===== config.mk =====
export PLATFORM = sky130hd
export DESIGN_NAME = bram_pingpong_sched_flat
export DESIGN_NICKNAME = d
export VERILOG_FILES = /design/src/rtl/bram_pingpong_sched_if.sv /design/src/rtl/bram_pingpong_sched.sv /design/src/flat_wrapper.sv
export SDC_FILE = /design/constraint.sdc
export NUM_CORES = 1
export LEC_CHECK = 0
export BUFFER_PORTS_ARGS = -buffer_cell sky130_fd_sc_hd__buf_4
export CORE_MARGIN = 4
export CORE_UTILIZATION = 36
export DETAILED_ROUTE_END_ITERATION = 6
export GPL_TIMING_DRIVEN = 0
export PLACE_DENSITY_LB_ADDON = 0.05
export SETUP_SLACK_MARGIN = 0.02
export SLEW_MARGIN = 30
export SYNTH_ARGS = -nofsm -noshare
export SYNTH_HDL_FRONTEND = slang
export SYNTH_SLANG_ARGS = --single-unit

===== constraint.sdc =====
create_clock -name clk -period 4 [get_ports clk]
set_input_delay 0.4 -clock clk [delete_from_list [all_inputs] [get_ports clk]]
set_output_delay 0.4 -clock clk [all_outputs]
set_load 0.03 [all_outputs]

===== src/rtl/bram_pingpong_sched_if.sv =====
// Capture-side and consumer-side signal bundle for the ping-pong BRAM
// write scheduler. The slave modport is the scheduler itself; the
// master modport is whoever drives the ADC strobes and acknowledges
// finished banks.
interface bram_pingpong_sched_if #(
   parameter int ADDR_W = 12,
   parameter int DATA_W = 32
);
   logic              en;
   logic              sinc;
   logic              sample_valid;
   logic [DATA_W-1:0] sample_data;
   logic              en_a;
   logic              en_b;
   logic [3:0]        we;
   logic [ADDR_W-1:0] wr_addr;
   logic [DATA_W-1:0] wr_data;
   logic              rdy;
   logic              rd_bank;
   logic [ADDR_W:0]   rd_len;
   logic              rd_ack;
   logic              overrun;
   logic [7:0]        drop_cnt;
   logic [15:0]       sweep_cnt;

   modport slave (
      input  en, sinc, sample_valid, sample_data, rd_ack,
      output en_a, en_b, we, wr_addr, wr_data,
             rdy, rd_bank, rd_len, overrun, drop_cnt, sweep_cnt
   );

   modport master (
      output en, sinc, sample_valid, sample_data, rd_ack,
      input  en_a, en_b, we, wr_addr, wr_data,
             rdy, rd_bank, rd_len, overrun, drop_cnt, sweep_cnt
   );
endinterface


===== src/rtl/bram_pingpong_sched.sv =====
// Ping-pong BRAM write scheduler: captures one sweep of ADC samples per
// sinc window into alternating banks A/B, hands finished banks to a
// consumer in fill order and drops whole sweeps when both banks are
// still waiting to be read.
module bram_pingpong_sched #(
   parameter int ADDR_W    = 12,
   parameter int N_SAMPLES = 4000,
   parameter int DATA_W    = 32
) (
   input  logic                  clk,
   input  logic                  rst_n,
   bram_pingpong_sched_if.slave  bus
);

   localparam logic [ADDR_W:0] N_LEN    = (ADDR_W+1)'(N_SAMPLES);
   localparam logic [ADDR_W:0] LAST_IDX = (ADDR_W+1)'(N_SAMPLES - 1);

   typedef enum logic [1:0] {IDLE, CAPTURE, DONE, SKIP} state_t;

   state_t            state;
   state_t            state_nx;

   logic              sinc_d;
   logic              rise;
   logic              fall;
   logic              wr_bank;
   logic              rd_ptr;
   logic [1:0]        full;
   logic [ADDR_W:0]   len_a;
   logic [ADDR_W:0]   len_b;
   logic [ADDR_W:0]   count;
   logic              rdy_int;
   logic              ack_ok;
   logic              free_wr;

   logic              accept;
   logic              mark;
   logic              start;
   logic              drop;

   logic [3:0]        we_p1;
   logic              en_a_p1;
   logic              en_b_p1;
   logic              last_p1;
   logic [ADDR_W-1:0] addr_p1;
   logic [DATA_W-1:0] data_p1;

   logic              overrun;
   logic [7:0]        drop_cnt;
   logic [15:0]       sweep_cnt;

   function automatic logic [7:0] sat_inc8(input logic [7:0] v);
      return (v == 8'hFF) ? v : v + 8'd1;
   endfunction

   assign rise    = bus.sinc & ~sinc_d;
   assign fall    = ~bus.sinc & sinc_d;
   assign rdy_int = |full;
   assign ack_ok  = bus.rd_ack & rdy_int;
   // An ack that frees the bank we are about to write wins over a drop.
   assign free_wr = ack_ok & (rd_ptr == wr_bank);

   // State register.
   always_ff @(posedge clk) begin
      if (!rst_n) state <= IDLE;
      else        state <= state_nx;
   end

   // Next-state and per-cycle capture decisions.
   always_comb begin
      state_nx = state;
      accept   = 1'b0;
      mark     = 1'b0;
      start    = 1'b0;
      drop     = 1'b0;
      case (state)
         IDLE: begin
            if (rise && bus.en) begin
               if (full[wr_bank] && !free_wr) begin
                  state_nx = SKIP;
                  drop     = 1'b1;
               end else begin
                  state_nx = CAPTURE;
                  start    = 1'b1;
               end
            end
         end
         CAPTURE: begin
            // The bank is closed only after its last write has issued, so a
            // strobe never lands on a bank that is already flagged full.
            mark   = last_p1 | (fall & (count != '0));
            accept = bus.sample_valid & ~fall & (count < N_LEN);
            if (fall)         state_nx = IDLE;
            else if (last_p1) state_nx = DONE;
         end
         DONE, SKIP: begin
            if (!bus.sinc) state_nx = IDLE;
         end
         default: state_nx = IDLE;
      endcase
   end

   // Write stage: one cycle after an accepted strobe drive the BRAM port.
   always_ff @(posedge clk) begin
      if (!rst_n) begin
         we_p1   <= 4'h0;
         en_a_p1 <= 1'b0;
         en_b_p1 <= 1'b0;
         last_p1 <= 1'b0;
         addr_p1 <= '0;
         data_p1 <= '0;
         count   <= '0;
         sinc_d  <= 1'b0;
      end else begin
         sinc_d  <= bus.sinc;
         we_p1   <= accept ? 4'hF : 4'h0;
         en_a_p1 <= accept & ~wr_bank;
         en_b_p1 <= accept & wr_bank;
         last_p1 <= accept && (count == LAST_IDX);
         if (accept) begin
            addr_p1 <= count[ADDR_W-1:0];
            data_p1 <= bus.sample_data;
         end
         if (start)       count <= '0;
         else if (accept) count <= count + (ADDR_W+1)'(1);
      end
   end

   // Bank bookkeeping: full flags, lengths, fill/read pointers, statistics.
   always_ff @(posedge clk) begin
      if (!rst_n) begin
         full      <= 2'b00;
         len_a     <= '0;
         len_b     <= '0;
         wr_bank   <= 1'b0;
         rd_ptr    <= 1'b0;
         overrun   <= 1'b0;
         drop_cnt  <= 8'd0;
         sweep_cnt <= 16'd0;
      end else begin
         if (drop) begin
            overrun  <= 1'b1;
            drop_cnt <= sat_inc8(drop_cnt);
         end
         if (ack_ok) begin
            full[rd_ptr] <= 1'b0;
            rd_ptr       <= ~rd_ptr;
         end
         if (mark) begin
            full[wr_bank] <= 1'b1;
            if (wr_bank) len_b <= count;
            else         len_a <= count;
            wr_bank   <= ~wr_bank;
            sweep_cnt <= sweep_cnt + 16'd1;
         end
      end
   end

   assign bus.en_a      = en_a_p1;
   assign bus.en_b      = en_b_p1;
   assign bus.we        = we_p1;
   assign bus.wr_addr   = addr_p1;
   assign bus.wr_data   = data_p1;
   assign bus.rdy       = rdy_int;
   assign bus.rd_bank   = rd_ptr;
   assign bus.rd_len    = !rdy_int ? '0 : (rd_ptr ? len_b : len_a);
   assign bus.overrun   = overrun;
   assign bus.drop_cnt  = drop_cnt;
   assign bus.sweep_cnt = sweep_cnt;

endmodule

===== src/flat_wrapper.sv =====
// flat-port wrapper written by rule: the top's interface ports become plain ports
module bram_pingpong_sched_flat 
#(
   parameter int ADDR_W    = 12,
   parameter int N_SAMPLES = 4000,
   parameter int DATA_W    = 32
)
  (clk, rst_n, bus_en, bus_sinc, bus_sample_valid, bus_sample_data, bus_rd_ack, bus_en_a, bus_en_b, bus_we, bus_wr_addr, bus_wr_data, bus_rdy, bus_rd_bank, bus_rd_len, bus_overrun, bus_drop_cnt, bus_sweep_cnt);
  bram_pingpong_sched_if #(.ADDR_W(ADDR_W), .DATA_W(DATA_W)) bus_i ();
  input  logic clk;
  input  logic rst_n;
  input wire logic [$bits(bus_i.en)-1:0] bus_en;
  input wire logic [$bits(bus_i.sinc)-1:0] bus_sinc;
  input wire logic [$bits(bus_i.sample_valid)-1:0] bus_sample_valid;
  input wire logic [$bits(bus_i.sample_data)-1:0] bus_sample_data;
  input wire logic [$bits(bus_i.rd_ack)-1:0] bus_rd_ack;
  output wire logic [$bits(bus_i.en_a)-1:0] bus_en_a;
  output wire logic [$bits(bus_i.en_b)-1:0] bus_en_b;
  output wire logic [$bits(bus_i.we)-1:0] bus_we;
  output wire logic [$bits(bus_i.wr_addr)-1:0] bus_wr_addr;
  output wire logic [$bits(bus_i.wr_data)-1:0] bus_wr_data;
  output wire logic [$bits(bus_i.rdy)-1:0] bus_rdy;
  output wire logic [$bits(bus_i.rd_bank)-1:0] bus_rd_bank;
  output wire logic [$bits(bus_i.rd_len)-1:0] bus_rd_len;
  output wire logic [$bits(bus_i.overrun)-1:0] bus_overrun;
  output wire logic [$bits(bus_i.drop_cnt)-1:0] bus_drop_cnt;
  output wire logic [$bits(bus_i.sweep_cnt)-1:0] bus_sweep_cnt;
  assign bus_i.en = bus_en;
  assign bus_i.sinc = bus_sinc;
  assign bus_i.sample_valid = bus_sample_valid;
  assign bus_i.sample_data = bus_sample_data;
  assign bus_i.rd_ack = bus_rd_ack;
  assign bus_en_a = bus_i.en_a;
  assign bus_en_b = bus_i.en_b;
  assign bus_we = bus_i.we;
  assign bus_wr_addr = bus_i.wr_addr;
  assign bus_wr_data = bus_i.wr_data;
  assign bus_rdy = bus_i.rdy;
  assign bus_rd_bank = bus_i.rd_bank;
  assign bus_rd_len = bus_i.rd_len;
  assign bus_overrun = bus_i.overrun;
  assign bus_drop_cnt = bus_i.drop_cnt;
  assign bus_sweep_cnt = bus_i.sweep_cnt;
  bram_pingpong_sched #(.ADDR_W(ADDR_W), .N_SAMPLES(N_SAMPLES), .DATA_W(DATA_W)) u_core (.clk(clk), .rst_n(rst_n), .bus(bus_i));
endmodule

# After elaboration in Yosys (flattened, before gate mapping)
# Cells that the tools add are included.
dict set report op_classes {
  add_sub_neg 3
  magnitude_cmp 5
  n_eq_ne 9
  mux 26
  bitwise_logic 20
  reduce_logical 15
}
# operator count
set op_table {}
lappend op_table {{$mux 13} 2}
lappend op_table {{$add 16x1->16 const B} 1}
lappend op_table {{$mux 2} 8}
lappend op_table {{$add 13x1->13 const B} 1}
lappend op_table {{$eq 13x12->1 const B} 1}
lappend op_table {{$lt 13x12->1 const B} 1}
lappend op_table {{$reduce_bool 13->1} 1}
lappend op_table {{$mux 1} 12}
lappend op_table {{$and 1x1->1} 9}
lappend op_table {{$add 8x1->8 const B} 1}
lappend op_table {{$eq 8x8->1 const B} 1}
lappend op_table {{$not 1->1} 7}
lappend op_table {{$pmux 2 s3} 1}
lappend op_table {{$reduce_and 2->1} 3}
lappend op_table {{$reduce_or 2->1} 3}
lappend op_table {{$logic_and 1x1->1} 5}
lappend op_table {{$eq 2x2->1 const B} 2}
lappend op_table {{$lt 1x2->1 const B} 2}
lappend op_table {{$mux 4} 1}
lappend op_table {{$ne 3x1->1 const B} 1}
lappend op_table {{$reduce_and 3->1} 1}
lappend op_table {{$and 2x2->2} 1}
lappend op_table {{$demux 1 s1} 2}
lappend op_table {{$eq 2x1->1 const B} 1}
lappend op_table {{9 further kinds} 10}
dict set report totals {
  reg_bits 122
  in_bits 38
  elab_cells 95
}

# Longest topological paths before layout
dict set report depth {
  word_depth 10
  depth_mapped 9
}

# Worst setup path before layout
# No wires, ideal clock.
dict set report synth_path {
  kind {register to output}
  from {register u_core.rd_ptr, in the netlist u_core.bus.rd_bank}
  to {output bus_rd_len[10]}
  arrival_time_ns 1.749
  path_slack_ns 1.851
  path_stages_with_launch 5
  path_buffers 2
  path_cell_list {dfxtp_1 buf_2 buf_1 mux2i_1 nor2_1}
}
dict set report synth_between {
  elab_chain_cells 2
}
# element line
set synth_lines {}
lappend synth_lines {{start, declared} bram_pingpong_sched.sv:27} ;# logic rd_ptr;
lappend synth_lines {{start signal, assigned} bram_pingpong_sched.sv:147} ;# rd_ptr <= ~rd_ptr;
lappend synth_lines {{$mux 13 (2 in series)} bram_pingpong_sched.sv:166} ;# assign bus.rd_len = !rdy_int ? '0 : (rd_ptr ? len_b : len_a);
lappend synth_lines {{end, declared} flat_wrapper.sv:24} ;# output wire logic [$bits(bus_i.rd_len)-1:0] bus_rd_len;
# No other way between the ends.

# Worst setup path after layout
dict set report layout_path {
  from {register u_core.rd_ptr, in the netlist u_core.bus.rd_bank}
  to {output bus_rd_len[5]}
}
# The elaborated chain is that of the path after synthesis.

==> impl_metrics.json <==
{
  "outcome": "completed",
  "areaGrowthSynthToFinish_pct": 32.4,
  "num_antenna_cells": 0,
  "die-area_um2": 16700,
  "finalSetupViolCount": 0,
  "synthArstFlopShare": 0,
  "ys_seq_area_frac": 0.452,
  "num_vias": 5044,
  "io-pin-count": 128,
  "drv_cap": 0,
  "cp_max_fo": 10,
  "max_slew.worst_pin.slew_ps": 821,
  "seq_area_um2": 2380,
  "ctsResizeCount": 0,
  "endpoint_kind": "primary output",
  "intPower_uw": 2130,
  "fill_cells": 1411,
  "synth_edf_count": 0,
  "drcViolationCount": 0,
  "hp-class": "in -> reg",
  "gp_congestion": 0.790,
  "grt_max_degree": 17,
  "core-area_um2": 14100,
  "grt_pass1_vias": 5068,
  "cts_sinks": 119,
  "ant_nets": 0,
  "p_switching_uw": 626,
  "path_cells": "buf_2, buf_1, mux2i_1, nor2_1, buf_4",
  "first_pass_iters": 4,
  "netlist.area_leader.share": 0.452,
  "root_buffer": "clkbuf_16",
  "final_hold_viol_count": 0,
  "criticalPathCategory": "reg -> out",
  "cp_slowest_cell": "buf_1",
  "synth_warnings": 0,
  "clock_latency_ps": 420,
  "fmax_ghz": 0.399,
  "vias_per_cell": 5.29,
  "rsz0062_at_grt": "false",
  "min_period_over_period": 0.627,
  "slew_headroom": 0.450,
  "power_frac_clock": 0.500,
  "seqPwrFrac": 0.439,
  "final_max_slew_viol_count": 0,
  "switching_share": 0.227,
  "grt_pass1_wl_um": 25300,
  "multi_input_area_um2": 2580,
  "fin_tns_setup_ps": 0,
  "finalWirelength_um": 15500,
  "vdd_drop_max_mv": 0.291,
  "period_minus_slack_ps": 2510,
  "comb_power_share": 0.061,
  "startpoint_type": "flip-flop",
  "clockBufferDepth": 2,
  "cts_buffers": 17,
  "gr-total-overflow": 0,
  "die_h_um": 129,
  "dpl.hpwl_um": 11200,
  "cpPeakStageDelay_ps": 580,
  "p_per_area_nw_per_um2": 395,
  "start_util": 0.374,
  "io_buffers": 127,
  "synth.cell_area_um2": 5270,
  "cts_tree": "built",
  "fin_nets": 804,
  "synth_seq_cells": 119,
  "skew_ps": 6.24,
  "htreeDepth": 4,
  "synthFlopType": "dfxtp_1",
  "synth.largest_area_cell": "dfxtp_1",
  "cts_setup_buffers": 0,
  "drive_above_1_share": 0.233,
  "crit_required_ps": 3600,
  "antenna_found_initial": 0,
  "worstPathArrival_ps": 2110,
  "clk_pin_slew_ps": 50,
  "drt_first_iter_violations": 310,
  "wire_per_inst_um": 16.2,
  "track_usage": 0.190,
  "netlist-cell-type-count": 52,
  "die_x_um": 129,
  "num_rows": 43,
  "hold_slack_ps": 239,
  "hold_buffers": 0,
  "synth_area_leaders": "dfxtp_1, mux2i_1, a21oi_1",
  "leakagePower_uw": 0.00251,
  "netlist_instances": 616,
  "synth_area_per_cell_um2": 8.56,
  "syn_nets": 658
}
power groups by stage:
| stage | Combinational (uW) | Clock [uW] | Sequential [uW] |
|---|---|---|---|
| after floorplan | 66.6 | 0 | 1260 |
| after global placement | 166 | 0 | 1240 |
| after detailed placement | 168 | 0 | 1240 |
| after CTS | 169 | 1410 | 1210 |
| after global routing | 183 | 1460 | 1210 |
| final | 167 | 1380 | 1210 |
worst paths after layout:
| check | start | to | slack (ps) | depth (start not counted) |
|---|---|---|---|---|
| setup / recovery | u_core.bus.rd_bank | bus_rd_len[5] | 1490 | 5 |
| hold / removal | bus_sinc | u_core.sinc_d | 240 | 2 |
| setup reg to reg | u_core.count[0] | u_core.len_a[2] | 1550 | 8 |
| hold reg to reg | u_core.len_a[9] | u_core.len_a[9] | 460 | 2 |
routing by layer:
metal | part of all wire | track usage
met3 | 0.056 | 0.0565
met4 | 0.014 | 0.0686
met2 | 0.48 | 0.310
met5 | 0 | 0
met1 | 0.45 | 0.240
state kept, by name, indices dropped and copies added (netlist names):
name / count
u_core.bus.en_a: 1
u_core.sinc_d: 1
u_core.bus.wr_data: 32
u_core.bus.drop_cnt: 8
u_core.last_p1: 1
u_core.full: 2
u_core.len_b: 13
u_core.len_a: 13
u_core.bus.we: 1
u_core.bus.sweep_cnt: 16
u_core.bus.wr_addr: 12
u_core.bus.en_b: 1
u_core.state: 2
u_core.bus.overrun: 1
u_core.wr_bank: 1
u_core.count: 13
u_core.bus.rd_bank: 1
metrics by stage:
stage          instances   util  power, uW  area [um2]  worst slack (ps)
2_1_floorplan        616      -       1320        5270              1850
3_3_place_gp         923  0.458       1400        6450              1600
3_5_place_dp         923  0.458       1400        6450              1550
4_1_cts              954  0.495       2790        6980              1420
5_1_grt              954  0.495       2860        6980              1340
6_report             954  0.495       2760        6980              1490
final cells by class:
type	count	share of cell area
timing repair buffer	127	0.137
tap	180	0.0322
buffer	55	0.0367
multi-input combinational	428	0.370
inverter	14	0.00752
sequential	119	0.341
clock inverter	3	0.00215
clock buffer	28	0.0740
cells in the final DEF, fill, tap and decap left out, types with 13 or more instances in the layout:
cell type | synthesis | routed
nor2_1 | 28 | 28
a21oi_1 | 68 | 68
nand2_1 | 56 | 56
or4_1 | 16 | 16
nand3_1 | 55 | 55
buf_4 | 3 | 130
mux2i_1 | 48 | 48
clkbuf_16 | 0 | 17
dfxtp_1 | 119 | 119
o31ai_1 | 17 | 17
inv_1 | 13 | 13
clkbuf_1 | 34 | 40
o21ai_0 | 55 | 55
cells in the mapped netlist (all sizes together) (4+ instances only):
library cell / instances
or4: 17
a21oi: 68
o31ai: 17
and4: 4
and2: 4
buf: 19
inv: 13
nor4: 4
nand3: 55
o21ai: 55
nand2b: 9
nor3: 7
nand2: 56
nand4: 6
o21a: 5
dfxtp: 119
clkbuf: 36
nor2: 28
mux2i: 48
ha: 4
or3: 6
worst max-delay path, delay by kind of cell, from the launching register on:
family,cells,cell delay (ps)
simple gates,1,70
buf+inv,3,990
flops,1,350
mux,1,290
cell families (layout without fill, tap and decap cells):
family / Yosys count / after routing / share of synthesized area
flip-flops: 119 / 119 / 0.452
adder cells (fa/ha/maj): 4 / 4 / 0.00949
AO/OA/AOI/OAI: 162 / 162 / 0.176
multiplexers: 48 / 48 / 0.0911
buffers and inverters: 69 / 227 / 0.0586
AND/OR/NAND/NOR: 213 / 213 / 0.212
XOR/XNOR: 1 / 1 / 0.00166
Power figures use the tool's default switching activity.
